===== config.mk =====
export PLATFORM = sky130hd
export DESIGN_NAME = serial_encoder_8to3_flat
export DESIGN_NICKNAME = d
export VERILOG_FILES = /design/src/rtl/serial_encoder_8to3_if.sv /design/src/rtl/serial_encoder_8to3.sv /design/src/flat_wrapper.sv
export SDC_FILE = /design/constraint.sdc
export NUM_CORES = 1
export LEC_CHECK = 0
export ABC_AREA = 1
export CAP_MARGIN = 25
export CORE_MARGIN = 4
export CORE_UTILIZATION = 40
export CTS_BUF_LIST = sky130_fd_sc_hd__clkbuf_4 sky130_fd_sc_hd__clkbuf_8
export DETAILED_ROUTE_END_ITERATION = 6
export PLACE_DENSITY_LB_ADDON = 0.3
export SLEW_MARGIN = 20
export SYNTH_ARGS = -nofsm -noshare
export SYNTH_HDL_FRONTEND = slang
export SYNTH_SLANG_ARGS = --single-unit

===== constraint.sdc =====
create_clock -name clk -period 1.42 [get_ports clk]
set_clock_uncertainty 0.1 [all_clocks]
set_input_delay 0.142 -clock clk [delete_from_list [all_inputs] [get_ports clk]]
set_output_delay 0.142 -clock clk [all_outputs]
set_load 0.02 [all_outputs]

===== src/rtl/serial_encoder_8to3_if.sv =====
// Handshake bundle for the 8-to-3 serial encoder: vector input stream and code output stream.
interface serial_encoder_8to3_if;
  logic       in_valid;
  logic [7:0] in_vec;
  logic       in_ready;
  logic       out_valid;
  logic [2:0] out_code;
  logic       out_last;
  logic       out_ready;

  // master is the environment around the encoder; slave is the encoder itself
  modport master (
    output in_valid, in_vec, out_ready,
    input  in_ready, out_valid, out_code, out_last
  );

  modport slave (
    input  in_valid, in_vec, out_ready,
    output in_ready, out_valid, out_code, out_last
  );
endinterface


===== src/rtl/serial_encoder_8to3.sv =====
// Sequential 8-to-3 encoder: captures a multi-hot line vector and emits the index of each
// set line, one code per accepted beat, in fixed priority order.
module serial_encoder_8to3 #(
  parameter bit MSB_FIRST = 1'b0
) (
  input  logic                        clk,
  input  logic                        rst,
  serial_encoder_8to3_if.slave        bus,
  output logic                        busy
);

  localparam logic StIdle = 1'b0;
  localparam logic StEmit = 1'b1;

  logic       state_q, state_d;
  logic [7:0] pend_q, pend_d;
  logic [2:0] sel;
  logic       single;
  logic       emit;

  // Last match in the scan wins, so scan direction sets the priority.
  always_comb begin
    sel = 3'd0;
    if (MSB_FIRST) begin
      for (int i = 0; i < 8; i++) begin
        if (pend_q[i]) sel = 3'(i);
      end
    end else begin
      for (int i = 7; i >= 0; i--) begin
        if (pend_q[i]) sel = 3'(i);
      end
    end
  end

  assign single = (pend_q != 8'd0) && ((pend_q & (pend_q - 8'd1)) == 8'd0);
  assign emit   = (state_q == StEmit);

  assign bus.in_ready  = (state_q == StIdle);
  assign bus.out_valid = emit;
  assign bus.out_code  = emit ? sel : 3'd0;
  assign bus.out_last  = emit & single;
  assign busy          = emit;

  always_comb begin
    state_d = state_q;
    pend_d  = pend_q;
    case (state_q)
      StIdle: begin
        // An all-zero vector is accepted and dropped without producing a beat.
        if (bus.in_valid && (bus.in_vec != 8'd0)) begin
          pend_d  = bus.in_vec;
          state_d = StEmit;
        end
      end
      StEmit: begin
        if (bus.out_ready) begin
          pend_d = pend_q & ~(8'd1 << sel);
          if (single) state_d = StIdle;
        end
      end
    endcase
  end

  always_ff @(posedge clk) begin
    if (rst) begin
      state_q <= StIdle;
      pend_q  <= 8'd0;
    end else begin
      state_q <= state_d;
      pend_q  <= pend_d;
    end
  end

endmodule


===== src/flat_wrapper.sv =====
// flat-port wrapper written by rule: the top's interface ports become plain ports
module serial_encoder_8to3_flat 
#(
  parameter bit MSB_FIRST = 1'b0
)
  (clk, rst, busy, bus_in_valid, bus_in_vec, bus_out_ready, bus_in_ready, bus_out_valid, bus_out_code, bus_out_last);
  serial_encoder_8to3_if bus_i ();
  input  logic clk;
  input  logic rst;
  output logic busy;
  input wire logic [$bits(bus_i.in_valid)-1:0] bus_in_valid;
  input wire logic [$bits(bus_i.in_vec)-1:0] bus_in_vec;
  input wire logic [$bits(bus_i.out_ready)-1:0] bus_out_ready;
  output wire logic [$bits(bus_i.in_ready)-1:0] bus_in_ready;
  output wire logic [$bits(bus_i.out_valid)-1:0] bus_out_valid;
  output wire logic [$bits(bus_i.out_code)-1:0] bus_out_code;
  output wire logic [$bits(bus_i.out_last)-1:0] bus_out_last;
  assign bus_i.in_valid = bus_in_valid;
  assign bus_i.in_vec = bus_in_vec;
  assign bus_i.out_ready = bus_out_ready;
  assign bus_in_ready = bus_i.in_ready;
  assign bus_out_valid = bus_i.out_valid;
  assign bus_out_code = bus_i.out_code;
  assign bus_out_last = bus_i.out_last;
  serial_encoder_8to3 #(.MSB_FIRST(MSB_FIRST)) u_core (.clk(clk), .rst(rst), .bus(bus_i), .busy(busy));
endmodule

; ---- Word-level counts from Yosys, hierarchy flattened
; Index checks and enable logic that the tools add are counted.
[op_classes]
add_sub_neg = 1
eq_ne = 2
shift = 1
mux = 16
bitwise_logic = 5
reduce_logical = 6
[ops]
columns = op, n
row1 = 3-bit 2-to-1 mux, 9
row2 = 8-bit AND, 2
row3 = 8-bit 2-to-1 mux, 2
row4 = 8-bit case mux with 2 select lines, 1
row5 = 8-bit nonzero test, 2
row6 = 8-bit logical NOT, 1
row7 = 8-bit inverter, 1
row8 = "1-bit by 3-bit << shifter with 8-bit output, first input constant", 1
row9 = "8-bit by 1-bit subtractor with 8-bit output, second input constant", 1
row10 = 1-bit 2-to-1 mux, 3
row11 = 1-bit logical AND, 2
row12 = "2-bit by 1-bit != test with 1-bit output, second input constant", 1
row13 = "2-bit != test, second input constant", 1
row14 = 1-bit case mux with 2 select lines, 1
row15 = 2-bit AND reduction, 1
row16 = 1-bit AND, 1
row17 = 1-bit inverter, 1
[totals]
register_bits = 9
output_inout_bits = 7
word_cells = 33

; ---- Longest topological paths before layout
; Gate-level depths: netlist of run 1.
[depth]
depth_word = 13
mapped_depth = 8
ltp_nobuf = 8

; ---- Least setup slack after synthesis of run 1
; No wires, ideal clock.
[synth_timing]
kind = register to output
start = register u_core.state_q (netlist: u_core.bus.out_valid)
end = output port bus_out_code[1]
arrival_ns = 1.673
slack_ns = -0.495
path_stages_with_launch = 5
cell_sequence = dfxtp_1 > buf_2 > inv_2 > buf_4 > a2111oi_1
[synth_between]
elab_chain_len = 1
[synth_lines]
columns = item, line_no
row1 = from (decl), serial_encoder_8to3.sv:15  ; logic state_q, state_d;
row2 = from (signal assigned), serial_encoder_8to3.sv:66  ; state_q <= StIdle;
row3 = from (signal assigned), serial_encoder_8to3.sv:69  ; state_q <= state_d;
row4 = 3-bit 2-to-1 mux, serial_encoder_8to3.sv:40  ; assign bus.out_code = emit ? sel : 3'd0;
row5 = to (decl), flat_wrapper.sv:16  ; output wire logic [$bits(bus_i.out_code)-1:0] bus_out_code;
; No other way between the ends.

; ---- Worst setup path after layout of run 1
[layout_timing]
start = register u_core.pend_q[1]
end = output port bus_out_last
[layout_between]
elab_chain_len = 5
word_cells_on_any_way = 6
classes_between = 1 x add/sub / 2 x bitwise / 3 x reduce/logical
[layout_lines]
columns = item, line_no
row1 = from (decl), serial_encoder_8to3.sv:16  ; logic [7:0] pend_q, pend_d;
row2 = from (signal assigned), serial_encoder_8to3.sv:70  ; pend_q <= pend_d;
row3 = 8-bit by 1-bit subtractor with 8-bit output, serial_encoder_8to3.sv:35  ; assign single = (pend_q != 8'd0) && ((pend_q & (pend_q - 8'd1)) == 8'd0);
row4 = 8-bit AND, serial_encoder_8to3.sv:35
row5 = 8-bit logical NOT, serial_encoder_8to3.sv:35
row6 = 1-bit logical AND *, serial_encoder_8to3.sv:35
row7 = 1-bit AND *, serial_encoder_8to3.sv:41  ; assign bus.out_last = emit & single;
row8 = to (decl), flat_wrapper.sv:17  ; output wire logic [$bits(bus_i.out_last)-1:0] bus_out_last;
; Every way passes the cells marked *; elsewhere a longest branch is shown, timed or not.

==> results.md, run 1 <==
- Arr. time, crit path: 1510 ps
- First DRT Iteration DRCs: 16
- Crit path from: u_core.pend_q[1]$_SDFFE_PP0P_
- DP Wirelength: 1640 um
- Vias in the first global route: 836
- Routed Antenna Nets: 0
- CP endpoint kind: primary output
- Status: finished, violations left
- Mean instance size in the synthesized netlist: 6.31 um^2
- Final weighted congestion in routability-driven placement: 0.864
- N_diodes: 0
- Final setup viols: 5
- Flip-flop and latch count after synthesis: 9
- Synthesized area: 643 um^2
- Clock Path Buffers: 2
- Reg2reg end: u_core.bus.out_valid$_SDFF_PP0_
- Sequential Power Share: 28.3%
- R2r startpoint: u_core.pend_q[1]$_SDFFE_PP0P_
- Final max-slew violation count: 0
- Clock power frac: 21.2%
- Rel. slew slack: 74.8%
- Die Ht: 48.1 um
- Cts bufs inserted: 3
- Clock tree from TritonCTS: done
- Net Sw Frac: 37.3%
- Sink Count: 9
- WL per Instance: 15.2 um
- Synth Warn #: 0
- Grt ovf: 0
- Final core utilization: 78.9%
- Seq/Total Area, Yosys: 28.0%
- Fmax: 570 MHz
- Starting Density: 42.7%
- Post-Route WL: 2520 um
- Placed Instances: 154
- End point of the critical path: bus_out_last
- Final period utilization: 123%
- Cell Pwr Density: 900 nW/um^2
- Via density: 5.48
- Core footprint: 1510 um^2
- Largest net degree at the start of global routing: 11
- Logic pwr share: 50.5%
- Final TNS setup: -1290 ps
- Drc violations: 0
- Die width: 48.1 um
- Fin crit period: 1750 ps
- DR pass1 iterations: 4
- Total track usage: 24.0%
- Net count after synthesis: 114
- Full die area: 2310 um^2
- DR vias: 909
- Max VDD drop: 0.628 mV
- Hold Crit Class: primary input to register
- Root buf cell: clkbuf_4
- Clock Latency Late Sink: 270 ps
- IO Port Bufs: 18
- Place WS: -489 ps
- Crit-path max FO: 7
- Failing checks: setup timing
- R2r setup slk: -300 ps
- Final net count: 163
- Leak: 0.536 nW
- Clock-pin slew on the worst setup and hold paths: 60 ps
- RSZ-0062 raised after global routing: true
- CTS Hold Bufs: 0
- Setup crit start kind: register
- Least-Margin Pin Slew: 376 ps
- Critical path class: register to primary output
- H-tree Lvls: 1
- Net Sw Power: 0.399 mW
- Area grow syn2layout: 84.8%
- # IOs: 19
- Post-synthesis cell type count: 21
- Max Cap Viol: 0
- Final worst slack: -333 ps
- Pint: 0.670 mW
- Final hold violation count: 0
- Initial antenna violation count: 0
- Mapped Cells: 102
- Worst Reg-to-Reg Cells: 11
- Rows: 14
- Worst Path Required: 1180 ps
- Final Total Pwr: 1.07 mW
- Final non-filler cell total: 166
- Layout cell share with drive strength beyond 1: 50.7%
- First-pass GRT wire length: 3820 um
[synthesized netlist by cell type (all sizes together)]
library cell   n  area, um^2
nor4           2        25.0
dfxtp          9         180
buf            4        23.8
inv            6        22.5
nand3         18        90.1
a21oi         13        65.1
nand4          1        6.26
nor2          11        51.3
or2            1        6.26
o21ai          6        30.0
o31ai          1        7.51
a2111oi        1        10.0
nor3           1        5.00
nand2         28         120
[kinds of logic (layout without fill, tap and decap cells)]
| group | after synthesis | in the layout | share of synthesized area [%] |
|---|---|---|---|
| AO/OA/AOI/OAI | 21 | 21 | 17.5 |
| buffers and inverters | 10 | 57 | 7.20 |
| flip-flops | 9 | 9 | 28.0 |
| AND/OR/NAND/NOR | 62 | 63 | 47.3 |
[power by group through the flow]
stage / sequential [mW] / clock [mW] / combinational, mW
floorplan: 0.306 / 0 / 0.216
global placement: 0.300 / 0 / 0.411
detailed placement: 0.301 / 0 / 0.421
CTS: 0.300 / 0.228 / 0.479
global route: 0.305 / 0.243 / 0.583
finish: 0.302 / 0.227 / 0.540
[registers in the layout (all words and copies together) (netlist names)]
name,flops
u_core.pend_q,8
u_core.bus.out_valid,1
[final cells by class]
| cell class | instances | area (um^2) |
|---|---|---|
| multi-input combinational | 84 | 517 |
| timing repair buffer | 47 | 399 |
| fill | 100 | 318 |
| sequential | 9 | 200 |
| tap | 16 | 20.0 |
| inverter | 6 | 22.5 |
| clock buffer | 4 | 30.0 |
[per-stage QoR]
step	hold slack (ps)	area, um^2
after floorplan	209	672
after global placement	401	1010
after detailed placement	403	1010
after CTS	415	1100
after global routing	262	1190
final	192	1190
[what timing repair did]
item | 4_1_cts | 5_1_grt
resized for setup | 38 | 24
setup buffers | 6 | 2
pin swaps | 1 | 10
cloned | 0 | 1
endpoints found under the setup margin | 7 | 13
[layout by cell type, fill, tap and decap left out, types with 4 or more instances in the layout]
| cell type | netlist | routed |
|---|---|---|
| a21oi_1 | 13 | 10 |
| buf_4 | 2 | 30 |
| clkbuf_4 | 0 | 4 |
| clkdlybuf4s50_1 | 0 | 10 |
| dfxtp_2 | 0 | 4 |
| dfxtp_4 | 0 | 4 |
| inv_2 | 1 | 4 |
| nand2_1 | 26 | 21 |
| nand2_2 | 0 | 6 |
| nand3_1 | 18 | 13 |
| nand3_2 | 0 | 5 |
| nor2_1 | 9 | 5 |
| nor2_2 | 1 | 4 |
[layer usage]
layer,routed length [um],global-route usage [%]
met3,181,5.17
met2,1220,38.3
met4,72,12.4
met5,0,0
met1,1050,30.4
[critical path: stages (launching register included)]
cell and delay (ps):
dfxtp_4 350, nor2_4 200, nand2_2 100, nand2_2 80, nand3_2 90, nand2_2 100
nand3_2 70, nor2_2 120, buf_6 120
[how the worst min path moves through the flow]
| stage | from | end | cells after the start | slack, ps |
|---|---|---|---|---|
| floorplan | bus_in_vec[0] | u_core.pend_q[0]$_SDFFE_PP0P_ | 2 | 210 |
| global placement | u_core.pend_q[2]$_SDFFE_PP0P_ | u_core.pend_q[2]$_SDFFE_PP0P_ | 2 | 400 |
| detailed placement | u_core.pend_q[2]$_SDFFE_PP0P_ | u_core.pend_q[2]$_SDFFE_PP0P_ | 2 | 400 |
| CTS | u_core.pend_q[7]$_SDFFE_PP0P_ | u_core.pend_q[7]$_SDFFE_PP0P_ | 2 | 420 |
| global route | bus_in_vec[6] | u_core.pend_q[6]$_SDFFE_PP0P_ | 5 | 260 |
| finish | bus_in_vec[6] | u_core.pend_q[6]$_SDFFE_PP0P_ | 5 | 190 |
Note: power is estimated with default switching activity, not from simulation.
==> run 2: changes to the inputs <==
Settings changed: SLEW_MARGIN 20 to not set.
==> results of run 2 <==
Final layout, timing and power as in run 1 (identical DEF).
==> run 3: changes to the inputs <==
Settings changed: ABC_CLOCK_PERIOD_IN_PS set to 1420.
==> results of run 3 <==
Final layout, timing and power as in run 1 (identical DEF).
